[src/rtl/instr_mem_if.sv]
// Signal bundle between the instruction memory controller and its three
// neighbours: the fetch stage, the program loader and the physical SRAM.
interface instr_mem_if #(
    parameter int ADR_W   = 64,
    parameter int PHYS_AW = 10
);
    // fetch stage
    logic               f_req;
    logic [ADR_W-1:0]   f_adr;
    logic               f_rsp_rdy;
    logic               f_flush;
    logic               f_gnt;
    logic               f_rsp_vld;
    logic [31:0]        f_instr;
    logic [1:0]         f_fault;
    // program loader
    logic               l_req;
    logic [ADR_W-1:0]   l_adr;
    logic [31:0]        l_wdata;
    logic               l_gnt;
    logic               l_done;
    logic               l_fault;
    // physical SRAM
    logic               m_en;
    logic               m_we;
    logic [PHYS_AW-1:0] m_adr;
    logic [31:0]        m_wdata;
    logic [31:0]        m_rdata;

    // controller side
    modport slave (
        input  f_req, f_adr, f_rsp_rdy, f_flush, l_req, l_adr, l_wdata, m_rdata,
        output f_gnt, f_rsp_vld, f_instr, f_fault, l_gnt, l_done, l_fault,
               m_en, m_we, m_adr, m_wdata
    );

    // requesters and SRAM side
    modport master (
        output f_req, f_adr, f_rsp_rdy, f_flush, l_req, l_adr, l_wdata, m_rdata,
        input  f_gnt, f_rsp_vld, f_instr, f_fault, l_gnt, l_done, l_fault,
               m_en, m_we, m_adr, m_wdata
    );
endinterface

[src/rtl/instr_mem_ctrl.sv]
// Instruction SRAM controller: arbitrates fetch reads against loader writes,
// maps core byte addresses into a fixed physical window, reports misaligned
// and out-of-window accesses, and holds each fetch response until accepted.
`ifndef XLEN_64b
`define XLEN_64b 2
`endif
module instr_mem_ctrl #(
    parameter int                             XLEN       = `XLEN_64b,
    parameter int                             PHYS_AW    = 10,
    parameter logic [(1 << (XLEN + 4)) - 1:0] BASE_ADR   = '0,
    parameter int                             STARVE_MAX = 4
) (
    input  logic       i_clk,
    input  logic       i_rst,
    instr_mem_if.slave bus,
    output logic       o_busy
);
    localparam int              ADR_W  = 1 << (XLEN + 4);
    localparam int              SC_W   = $clog2(STARVE_MAX + 1);
    localparam logic [SC_W-1:0] SC_TOP = SC_W'(STARVE_MAX);
    localparam logic [31:0]     NOP    = 32'h0000_0013;

    typedef enum logic [1:0] {IDLE, RD_CAP, RSP, WR_DONE} state_t;

    state_t          r_state;
    state_t          w_state_next;
    logic [SC_W-1:0] r_starve_cnt;
    logic [31:0]     r_f_instr;
    logic [1:0]      r_f_fault;
    logic            r_l_fault;

    logic [1:0]      w_f_fault;
    logic            w_l_bad;
    logic            w_idle;
    logic            w_l_win;
    logic            w_f_gnt;
    logic            w_l_gnt;

    // Fault code for a byte address; misalignment is reported ahead of range.
    function automatic logic [1:0] fault_of(input logic [ADR_W-1:0] adr);
        if (adr[1:0] != 2'b00)
            return 2'b01;
        if ((adr < BASE_ADR) || (((adr - BASE_ADR) >> (PHYS_AW + 2)) != '0))
            return 2'b10;
        return 2'b00;
    endfunction

    // Word index inside the window (only meaningful for fault-free addresses).
    function automatic logic [PHYS_AW-1:0] phys_idx(input logic [ADR_W-1:0] adr);
        return PHYS_AW'((adr - BASE_ADR) >> 2);
    endfunction

    assign bus.f_rsp_vld = (r_state == RSP) && !bus.f_flush;
    assign bus.f_instr   = r_f_instr;
    assign bus.f_fault   = r_f_fault;
    assign bus.l_done    = (r_state == WR_DONE);
    assign bus.l_fault   = (r_state == WR_DONE) && r_l_fault;
    assign o_busy        = (r_state != IDLE);

    // Arbitration, SRAM command and next-state decode.
    always_comb begin
        w_state_next = r_state;
        w_f_fault    = fault_of(bus.f_adr);
        w_l_bad      = (fault_of(bus.l_adr) != 2'b00);
        // grants are suppressed while reset is held so nothing leaks out
        w_idle       = (r_state == IDLE) && !i_rst;
        w_l_win      = bus.l_req && (!bus.f_req || (r_starve_cnt == SC_TOP));
        w_f_gnt      = w_idle && bus.f_req && !w_l_win;
        w_l_gnt      = w_idle && w_l_win;
        bus.f_gnt    = w_f_gnt;
        bus.l_gnt    = w_l_gnt;
        bus.m_en     = 1'b0;
        bus.m_we     = 1'b0;
        bus.m_adr    = '0;
        bus.m_wdata  = '0;

        if (w_f_gnt && (w_f_fault == 2'b00)) begin
            bus.m_en  = 1'b1;
            bus.m_adr = phys_idx(bus.f_adr);
        end else if (w_l_gnt && !w_l_bad) begin
            bus.m_en    = 1'b1;
            bus.m_we    = 1'b1;
            bus.m_adr   = phys_idx(bus.l_adr);
            bus.m_wdata = bus.l_wdata;
        end

        case (r_state)
            IDLE: begin
                if (w_f_gnt)
                    w_state_next = (w_f_fault == 2'b00) ? RD_CAP : RSP;
                else if (w_l_gnt)
                    w_state_next = WR_DONE;
            end
            RD_CAP:  w_state_next = bus.f_flush ? IDLE : RSP;
            // flush drops the response; otherwise leave once it is accepted
            RSP:     if (bus.f_flush || bus.f_rsp_rdy) w_state_next = IDLE;
            WR_DONE: w_state_next = IDLE;
            default: w_state_next = IDLE;
        endcase
    end

    // State register.
    always_ff @(posedge i_clk or posedge i_rst) begin
        if (i_rst)
            r_state <= IDLE;
        else
            r_state <= w_state_next;
    end

    // Count fetch grants won while the loader waits; it wins once saturated.
    always_ff @(posedge i_clk or posedge i_rst) begin
        if (i_rst)
            r_starve_cnt <= '0;
        else if (!bus.l_req || w_l_gnt)
            r_starve_cnt <= '0;
        else if (w_f_gnt && (r_starve_cnt != SC_TOP))
            r_starve_cnt <= r_starve_cnt + 1'b1;
    end

    // Response holding registers: fault/NOP at grant, SRAM word in RD_CAP.
    always_ff @(posedge i_clk or posedge i_rst) begin
        if (i_rst) begin
            r_f_instr <= '0;
            r_f_fault <= '0;
            r_l_fault <= 1'b0;
        end else begin
            if (w_f_gnt) begin
                r_f_fault <= w_f_fault;
                if (w_f_fault != 2'b00)
                    r_f_instr <= NOP;
            end
            if (r_state == RD_CAP)
                r_f_instr <= bus.m_rdata;
            if (w_l_gnt)
                r_l_fault <= w_l_bad;
        end
    end
endmodule
[src/flat_wrapper.sv]
// flat-port wrapper written by rule: the top's interface ports become plain ports
module instr_mem_ctrl_flat 
#(
    parameter int                             XLEN       = `XLEN_64b,
    parameter int                             PHYS_AW    = 10,
    parameter logic [(1 << (XLEN + 4)) - 1:0] BASE_ADR   = '0,
    parameter int                             STARVE_MAX = 4
)
  (i_clk, i_rst, o_busy, bus_f_req, bus_f_adr, bus_f_rsp_rdy, bus_f_flush, bus_l_req, bus_l_adr, bus_l_wdata, bus_m_rdata, bus_f_gnt, bus_f_rsp_vld, bus_f_instr, bus_f_fault, bus_l_gnt, bus_l_done, bus_l_fault, bus_m_en, bus_m_we, bus_m_adr, bus_m_wdata);
  instr_mem_if #(.PHYS_AW(PHYS_AW)) bus_i ();
  input  logic i_clk;
  input  logic i_rst;
  output logic o_busy;
  input wire logic [$bits(bus_i.f_req)-1:0] bus_f_req;
  input wire logic [$bits(bus_i.f_adr)-1:0] bus_f_adr;
  input wire logic [$bits(bus_i.f_rsp_rdy)-1:0] bus_f_rsp_rdy;
  input wire logic [$bits(bus_i.f_flush)-1:0] bus_f_flush;
  input wire logic [$bits(bus_i.l_req)-1:0] bus_l_req;
  input wire logic [$bits(bus_i.l_adr)-1:0] bus_l_adr;
  input wire logic [$bits(bus_i.l_wdata)-1:0] bus_l_wdata;
  input wire logic [$bits(bus_i.m_rdata)-1:0] bus_m_rdata;
  output wire logic [$bits(bus_i.f_gnt)-1:0] bus_f_gnt;
  output wire logic [$bits(bus_i.f_rsp_vld)-1:0] bus_f_rsp_vld;
  output wire logic [$bits(bus_i.f_instr)-1:0] bus_f_instr;
  output wire logic [$bits(bus_i.f_fault)-1:0] bus_f_fault;
  output wire logic [$bits(bus_i.l_gnt)-1:0] bus_l_gnt;
  output wire logic [$bits(bus_i.l_done)-1:0] bus_l_done;
  output wire logic [$bits(bus_i.l_fault)-1:0] bus_l_fault;
  output wire logic [$bits(bus_i.m_en)-1:0] bus_m_en;
  output wire logic [$bits(bus_i.m_we)-1:0] bus_m_we;
  output wire logic [$bits(bus_i.m_adr)-1:0] bus_m_adr;
  output wire logic [$bits(bus_i.m_wdata)-1:0] bus_m_wdata;
  assign bus_i.f_req = bus_f_req;
  assign bus_i.f_adr = bus_f_adr;
  assign bus_i.f_rsp_rdy = bus_f_rsp_rdy;
  assign bus_i.f_flush = bus_f_flush;
  assign bus_i.l_req = bus_l_req;
  assign bus_i.l_adr = bus_l_adr;
  assign bus_i.l_wdata = bus_l_wdata;
  assign bus_i.m_rdata = bus_m_rdata;
  assign bus_f_gnt = bus_i.f_gnt;
  assign bus_f_rsp_vld = bus_i.f_rsp_vld;
  assign bus_f_instr = bus_i.f_instr;
  assign bus_f_fault = bus_i.f_fault;
  assign bus_l_gnt = bus_i.l_gnt;
  assign bus_l_done = bus_i.l_done;
  assign bus_l_fault = bus_i.l_fault;
  assign bus_m_en = bus_i.m_en;
  assign bus_m_we = bus_i.m_we;
  assign bus_m_adr = bus_i.m_adr;
  assign bus_m_wdata = bus_i.m_wdata;
  instr_mem_ctrl #(.XLEN(XLEN), .PHYS_AW(PHYS_AW), .BASE_ADR(BASE_ADR), .STARVE_MAX(STARVE_MAX)) u_core (.i_clk(i_clk), .i_rst(i_rst), .bus(bus_i), .o_busy(o_busy));
endmodule
[config.mk]
export PLATFORM = sky130hd
export DESIGN_NAME = instr_mem_ctrl_flat
export DESIGN_NICKNAME = d
export VERILOG_FILES = /design/src/rtl/instr_mem_if.sv /design/src/rtl/instr_mem_ctrl.sv /design/src/flat_wrapper.sv
export SDC_FILE = /design/constraint.sdc
export NUM_CORES = 1
export LEC_CHECK = 0
export CAP_MARGIN = 0
export CORE_AREA = 2 2 111 113
export CTS_CLUSTER_SIZE = 14
export DETAILED_ROUTE_END_ITERATION = 8
export DIE_AREA = 0 0 113 115
export GPL_ROUTABILITY_DRIVEN = 0
export GPL_TIMING_DRIVEN = 0
export RECOVER_POWER = 100
export SLEW_MARGIN = 10
export SYNTH_ARGS = -nofsm -noshare
export SYNTH_HDL_FRONTEND = slang
export SYNTH_SLANG_ARGS = --single-unit
[constraint.sdc]
create_clock -name i_clk -period 2.6 [get_ports i_clk]
set_input_delay 0.52 -clock i_clk [delete_from_list [all_inputs] [get_ports i_clk]]
set_output_delay 0.52 -clock i_clk [all_outputs]
set_load 0.01 [all_outputs]
==> metrics.txt, run 1 <==
nets=793; IO buf count=281; final setup fails=38; vias=3,297; post-layout util=52.4%; Worst-Margin Slew=1270 ps; R2R cell count=8; worst vdd ir=250 uV; H-tree level count=2; pwr dens=452 nW/um^2; share of layout cells above drive strength 1=28.8%; Reg-to-Reg End=u_core.bus.f_instr[31]; max_cap viols=0; grt peak-use layer=met2; max-slew violation count=0; antenna-violating nets left=0; initial antenna violation count=0; GR Layer Usage met3=4.80%; Ports=282; die width=113 um; WHS=456 ps; first-pass GRT wire length=18.8 mm; Yosys reg bits=40; DR pass1 iterations=7; Leak=3.03 nW; Vias/cell=4.44; Clock transition at path regs=60 ps; FMAX=374 MHz; crit-path max FO=5; Max Root-Sink Buffers=2; met2 Use GR=36.4%; largest net degree at the start of global routing=29; final hold violations=0; clk_lat worst skew=280 ps; Crit Path Category=reg -> out; period utilization=103%; register area=1000 sq um; pre-CTS setup slack=-1220 ps; mapped cell area=2300 sq um; total routed wirelength=13.2 mm; CP required=2080 ps; area grow syn2layout=169%; Synth Area per Inst=8.31 sq um; Multi-input gate area=1530 sq um; die height=115 um; Post-Layout Cell Count=742; Fill cells=1,124; Slew Limit Headroom=15.6%; clock root buffer=clkbuf_16; crit path DAT=2160 ps; Core ar.=11,800 sq um; Routed WL per cell=17.8 um; status=complete, but fails checks; RSZ-0062 raised after global routing=yes; Max Clock Skew=4.94 ps; HPWL after DPL=10.6 mm; Final WS setup=-76.3 ps; Std-Cell Rows=40; Crit. End Element=output pin; CTS tree=yes; die area=13,000 sq um; post-synthesis instance total=277; R2R Path Start=u_core.r_starve_cnt[0]; total CTS buffers=5; met1 GRT Util=20.6%; syn nets=477; Post-CTS Hold Buffers=0; FF-to-FF setup slack=650 ps; initial core utilization=19.5%; DRC errors left=26; failing checks=DRC, setup timing; Syn. warnings=0; All-Layer GR Usage=18.6%; register area share after synthesis=43.5%; startpoint type of the worst setup path=flip-flop; CTS Sinks=40; vias in the first global route=3,441; setup TNS=-1510 ps; GRT overflow=0; placed cells=706; post-synth cell types=31; initial DRC count=202; final period demand of the worst path=2680 ps; Worst Hold Class=in -> async
-- through the flow --
stage,area [sq um],total power [mW]
global placement,5300,2.04
detailed placement,5320,2.07
global route,6180,2.96
finish,6180,2.79
floorplan,2300,1.28
CTS,5900,2.81
-- power breakdown --
| part | switching (mW) | internal, mW | leakage (nW) |
|---|---|---|---|
| combinational | 0.463 | 0.694 | 2.44 |
| sequential | 0.111 | 0.809 | 0.511 |
| clock | 0.262 | 0.456 | 0.0804 |
-- worst max-delay path: stages (launching register included) --
cell     delay (ps)
dfrtp_1         390
inv_2            70
ha_4            160
a21bo_4         200
and3_4          200
nand3_4          70
nor4_4           40
buf_6           140
buf_6           120
buf_6           120
a32o_2          240
buf_6           120
-- timing repair --
action / in CTS / in global routing
cloned: 4 / 0
pin swaps: 64 / 42
setup buffers: 20 / 4
resized for setup: 345 / 129
endpoints found under the setup margin: 50 / 45
-- cell type report --
| cell class | instances | share of cell area, % |
|---|---|---|
| flip-flops and latches | 40 | 16.2 |
| clock buffers | 5 | 2.02 |
| repair buffers | 310 | 51.3 |
| multi-input cells | 216 | 24.8 |
| clock inverters | 3 | 0.749 |
| plain buffers | 15 | 1.60 |
| well taps | 147 | 2.97 |
| diodes | 1 | 0.0405 |
| inverters | 5 | 0.303 |
-- flip-flops by register name, summed over array words and instances, names as in the netlist --
register and flops:
u_core.r_state 2, u_core.bus.f_fault 2, u_core.r_starve_cnt 3, u_core.bus.f_instr 32, u_core.r_l_fault 1
-- worst max path at each step --
stage | startpoint | endpoint | depth (start not counted)
after floorplan | i_rst | bus_m_wdata[23] | 7
after global placement | bus_l_adr[0] | bus_m_adr[1] | 7
after detailed placement | bus_l_adr[0] | bus_m_adr[1] | 7
after CTS | u_core.r_starve_cnt[0] | bus_m_adr[4] | 12
after global routing | bus_l_adr[30] | bus_m_adr[1] | 9
final | u_core.r_starve_cnt[0] | bus_m_adr[6] | 11
-- cell usage after synthesis --
cell | count | area, sq um
nor3_1 | 1 | 5.00
nand2_1 | 66 | 248
nor2_1 | 10 | 37.5
nor4_4 | 2 | 42.5
a21oi_1 | 30 | 150
a22oi_1 | 1 | 7.51
a21oi_2 | 1 | 8.76
nand2b_1 | 1 | 6.26
a22o_1 | 3 | 26.3
ha_1 | 2 | 25.0
and2_1 | 35 | 219
a21bo_2 | 1 | 10.0
nand3_1 | 5 | 25.0
or2_2 | 2 | 12.5
nand4_1 | 5 | 31.3
nor3_2 | 2 | 20.0
o21a_1 | 1 | 7.51
nor3b_1 | 2 | 15.0
buf_2 | 4 | 20.0
clkbuf_2 | 2 | 10.0
or3_1 | 2 | 12.5
dfrtp_1 | 40 | 1000
a32o_1 | 7 | 70.1
or3b_2 | 1 | 8.76
and3_1 | 2 | 12.5
nor4_1 | 26 | 163
nand3b_1 | 3 | 22.5
o21ai_0 | 3 | 15.0
clkbuf_1 | 10 | 37.5
nor2b_1 | 2 | 12.5
inv_1 | 5 | 18.8
-- cells in the final DEF (no fill, tap or decap), types with 3 or more instances in the layout --
cell | netlist | final
a21oi_1 | 30 | 30
a22o_1 | 3 | 3
a32o_2 | 0 | 5
and2_1 | 35 | 4
and2_4 | 0 | 31
buf_2 | 4 | 3
buf_4 | 0 | 19
buf_6 | 0 | 47
buf_8 | 0 | 6
clkbuf_1 | 10 | 10
clkbuf_16 | 0 | 5
clkbuf_2 | 2 | 10
clkdlybuf4s15_1 | 0 | 19
clkdlybuf4s50_1 | 0 | 131
dfrtp_1 | 40 | 38
dlygate4sd2_1 | 0 | 29
dlymetal6s2s_1 | 0 | 48
inv_1 | 5 | 3
nand2_1 | 66 | 66
nand3_1 | 5 | 3
nand3b_1 | 3 | 3
nand4_1 | 5 | 5
nor2_1 | 10 | 10
nor4_1 | 26 | 3
nor4_2 | 0 | 20
nor4_4 | 2 | 5
o21ai_0 | 3 | 3
-- logic make-up (layout without fill, tap and decap cells) --
| kind of cell | after synthesis | count (layout) | synth area share (%) |
|---|---|---|---|
| AND/OR/NAND/NOR | 167 | 167 | 38.8 |
| AO/OA/AOI/OAI | 47 | 47 | 12.8 |
| flip-flops | 40 | 40 | 43.5 |
| buffers and inverters | 21 | 338 | 3.75 |
| adder cells (fa/ha/maj) | 2 | 2 | 1.09 |
| other | 0 | 1 | 0 |
-- per-layer routing --
layer,up-vias,wire [um]
met5,-,0
met1,1531,4630
li1,1609,-
met2,145,7420
met3,12,1040
met4,0,129
Power figures use the tool's default switching activity.
==> run 2, diff against run 1 <==
--- a/config.mk
+++ b/config.mk
@@ -13,7 +13,6 @@
 export GPL_ROUTABILITY_DRIVEN = 0
 export GPL_TIMING_DRIVEN = 0
 export RECOVER_POWER = 100
-export SLEW_MARGIN = 10
 export SYNTH_ARGS = -nofsm -noshare
 export SYNTH_HDL_FRONTEND = slang
 export SYNTH_SLANG_ARGS = --single-unit
==> run 2 against run 1 <==
  * The run ends with DRC, capacitance limit, slew limit, setup timing left
  * Setup slack better by 16 ps
  * Non-clock buffer count unchanged
  * Core utilization is 0.21 points lower
  * Via count increased by 1.9%
  * Register-to-register slack got worse by 50 ps
  * Critical path type unchanged
  * Largest cell class unchanged
  * Largest power group unchanged
==> metrics.txt, run 2 (synthesized netlist as in run 1, its figures left out) <==
Final WS setup=-60.2 ps; Max Root-Sink Buffers=2; Final Cell Area=6160 sq um; HPWL after DPL=10.5 mm; clock root buffer=clkbuf_16; RSZ-0062 raised after global routing=yes; worst setup path endpoint=bus_m_adr[0]; max-slew violation count=41; Max Clock Skew=3.01 ps; FF-to-FF setup slack=600 ps; Slew Limit Headroom=-5.61%; Multi-input gate area=1530 sq um; total CTS buffers=5; initial antenna violation count=1; Clock transition at path regs=60 ps; CTS Sinks=40; die height=115 um; R2R Path Start=u_core.r_starve_cnt[1]; final hold violations=0; H-tree level count=2; DR pass1 iterations=7; Crit Path Category=reg -> out; Post-CTS Hold Buffers=0; Core ar.=11,800 sq um; status=complete, but fails checks; Worst Hold Class=reg -> reg; met1 GRT Util=19.1%; period utilization=102%; nets=793; Vias/cell=4.52; GRT overflow=0; initial core utilization=19.5%; R2R cell count=9; vias in the first global route=3,497; grt peak-use layer=met2; most frequent cells in the layout=clkdlybuf4s50_1 (132), nand2_1 (66), dlymetal6s2s_1 (65); cell area after placement=5300 sq um; Reg-to-Reg End=u_core.bus.f_instr[3]; CTS tree=yes; final setup fails=29; Ports=282; final period demand of the worst path=2660 ps; All-Layer GR Usage=18.6%; Std-Cell Rows=40; share of layout cells above drive strength 1=30.8%; register area=1000 sq um; die area=13,000 sq um; total routed wirelength=13.6 mm; max_cap viols=1; pre-CTS setup slack=-1240 ps; pwr dens=454 nW/um^2; IO buf count=281; DRC errors left=26; Crit. End Element=output pin; Worst-Margin Slew=1580 ps; initial DRC count=134; FMAX=376 MHz; antenna-violating nets left=0; CP required=2080 ps; Fill cells=1,116; clk_lat worst skew=280 ps; PnR Total Power=2.80 mW; startpoint type of the worst setup path=flip-flop; worst vdd ir=242 uV; vias=3,361; largest net degree at the start of global routing=41; max reg flops=32; area grow syn2layout=168%; Leak=3.14 nW; met2 Use GR=37.2%; WHS=498 ps; crit path DAT=2140 ps; first-pass GRT wire length=18.6 mm; Routed WL per cell=18.3 um; crit-path max FO=6; die width=113 um; worst setup path start=u_core.r_starve_cnt[1]; commonest non-fill, non-tap cell in the layout=clkdlybuf4s50_1; failing checks=DRC, capacitance limit, slew limit, setup timing; GR Layer Usage met3=5.01%
## run 2: cell types whose count changed in the layout (fill, tap and decap cells not counted), moves of 2 or more
cell / before / now
dlymetal6s2s_1: 48 / 65
buf_4: 19 / 17
dlygate4sd2_1: 29 / 8
buf_6: 47 / 52
clkbuf_8: 0 / 3
clkbuf_2: 10 / 23
clkdlybuf4s15_1: 19 / 8
buf_2: 3 / 5
and2_1: 4 / 6
and2_4: 31 / 29
buf_8: 6 / 1
## run 2: timing repair
item / 4_1_cts / 5_1_grt
setup endpoints to repair: 49 / 46
cloned: 2 / 1
buffers inserted: 21 / 5
resized for setup: 305 / 171
pin swaps: 63 / 47
## run 2: how the worst min path moves through the flow
stage                               start                    end  depth (start not counted)
floorplan                u_core.r_l_fault       u_core.r_l_fault                          2
global placement    u_core.bus.f_fault[1]  u_core.bus.f_fault[1]                          2
detailed placement  u_core.bus.f_instr[1]  u_core.bus.f_instr[1]                          2
CTS                 u_core.bus.f_instr[1]  u_core.bus.f_instr[1]                          2
global route             u_core.r_l_fault       u_core.r_l_fault                          2
finish              u_core.bus.f_instr[1]  u_core.bus.f_instr[1]                          2
## run 2: per-layer routing
| layer | vias up | wire length (um) |
|---|---|---|
| li1 | 1604 | - |
| met1 | 1555 | 4540 |
| met2 | 173 | 7530 |
| met3 | 29 | 1180 |
| met4 | 0 | 341 |
| met5 | - | 0 |
## run 2: final cells by class
type                    count  area share, %
clock inverters             3          0.752
well taps                 147           2.99
multi-input cells         216           24.8
plain buffers              15           1.52
flip-flops and latches     40           16.3
diodes                      2         0.0813
repair buffers            310           51.3
clock buffers               5           2.03
inverters                   5          0.305
## run 2: through the flow
step	cells	TNS [ps]	util, %
global placement	705	-59740	44.9
floorplan	277	0	-
detailed placement	705	-60580	44.9
finish	743	-1020	52.2
CTS	736	-10120	49.5
global route	742	-4140	52.1
## run 2: worst max-delay path, stage by stage (launching register included)
cell and delay, ps:
dfrtp_1 390, inv_2 90, ha_4 140, a21bo_4 120, and3_4 220, nand3_4 70
nor4_4 170, buf_6 150, buf_12 110, buf_6 90, a22o_1 170, buf_6 120
## run 2: where the power goes
part	leakage, nW	switching [mW]	internal (mW)	total (mW)
combinational	2.55	0.471	0.698	1.17
clock	0.0804	0.256	0.456	0.712
sequential	0.511	0.106	0.809	0.916
total	3.14	0.834	1.96	2.80
==> run 3, diff against run 2 <==
--- a/config.mk
+++ b/config.mk
@@ -5,7 +5,6 @@
 export SDC_FILE = /design/constraint.sdc
 export NUM_CORES = 1
 export LEC_CHECK = 0
-export CAP_MARGIN = 0
 export CORE_AREA = 2 2 111 113
 export CTS_CLUSTER_SIZE = 14
 export DETAILED_ROUTE_END_ITERATION = 8
==> results of run 3 <==
The final DEF is identical to that of run 2; final timing and power are the same.
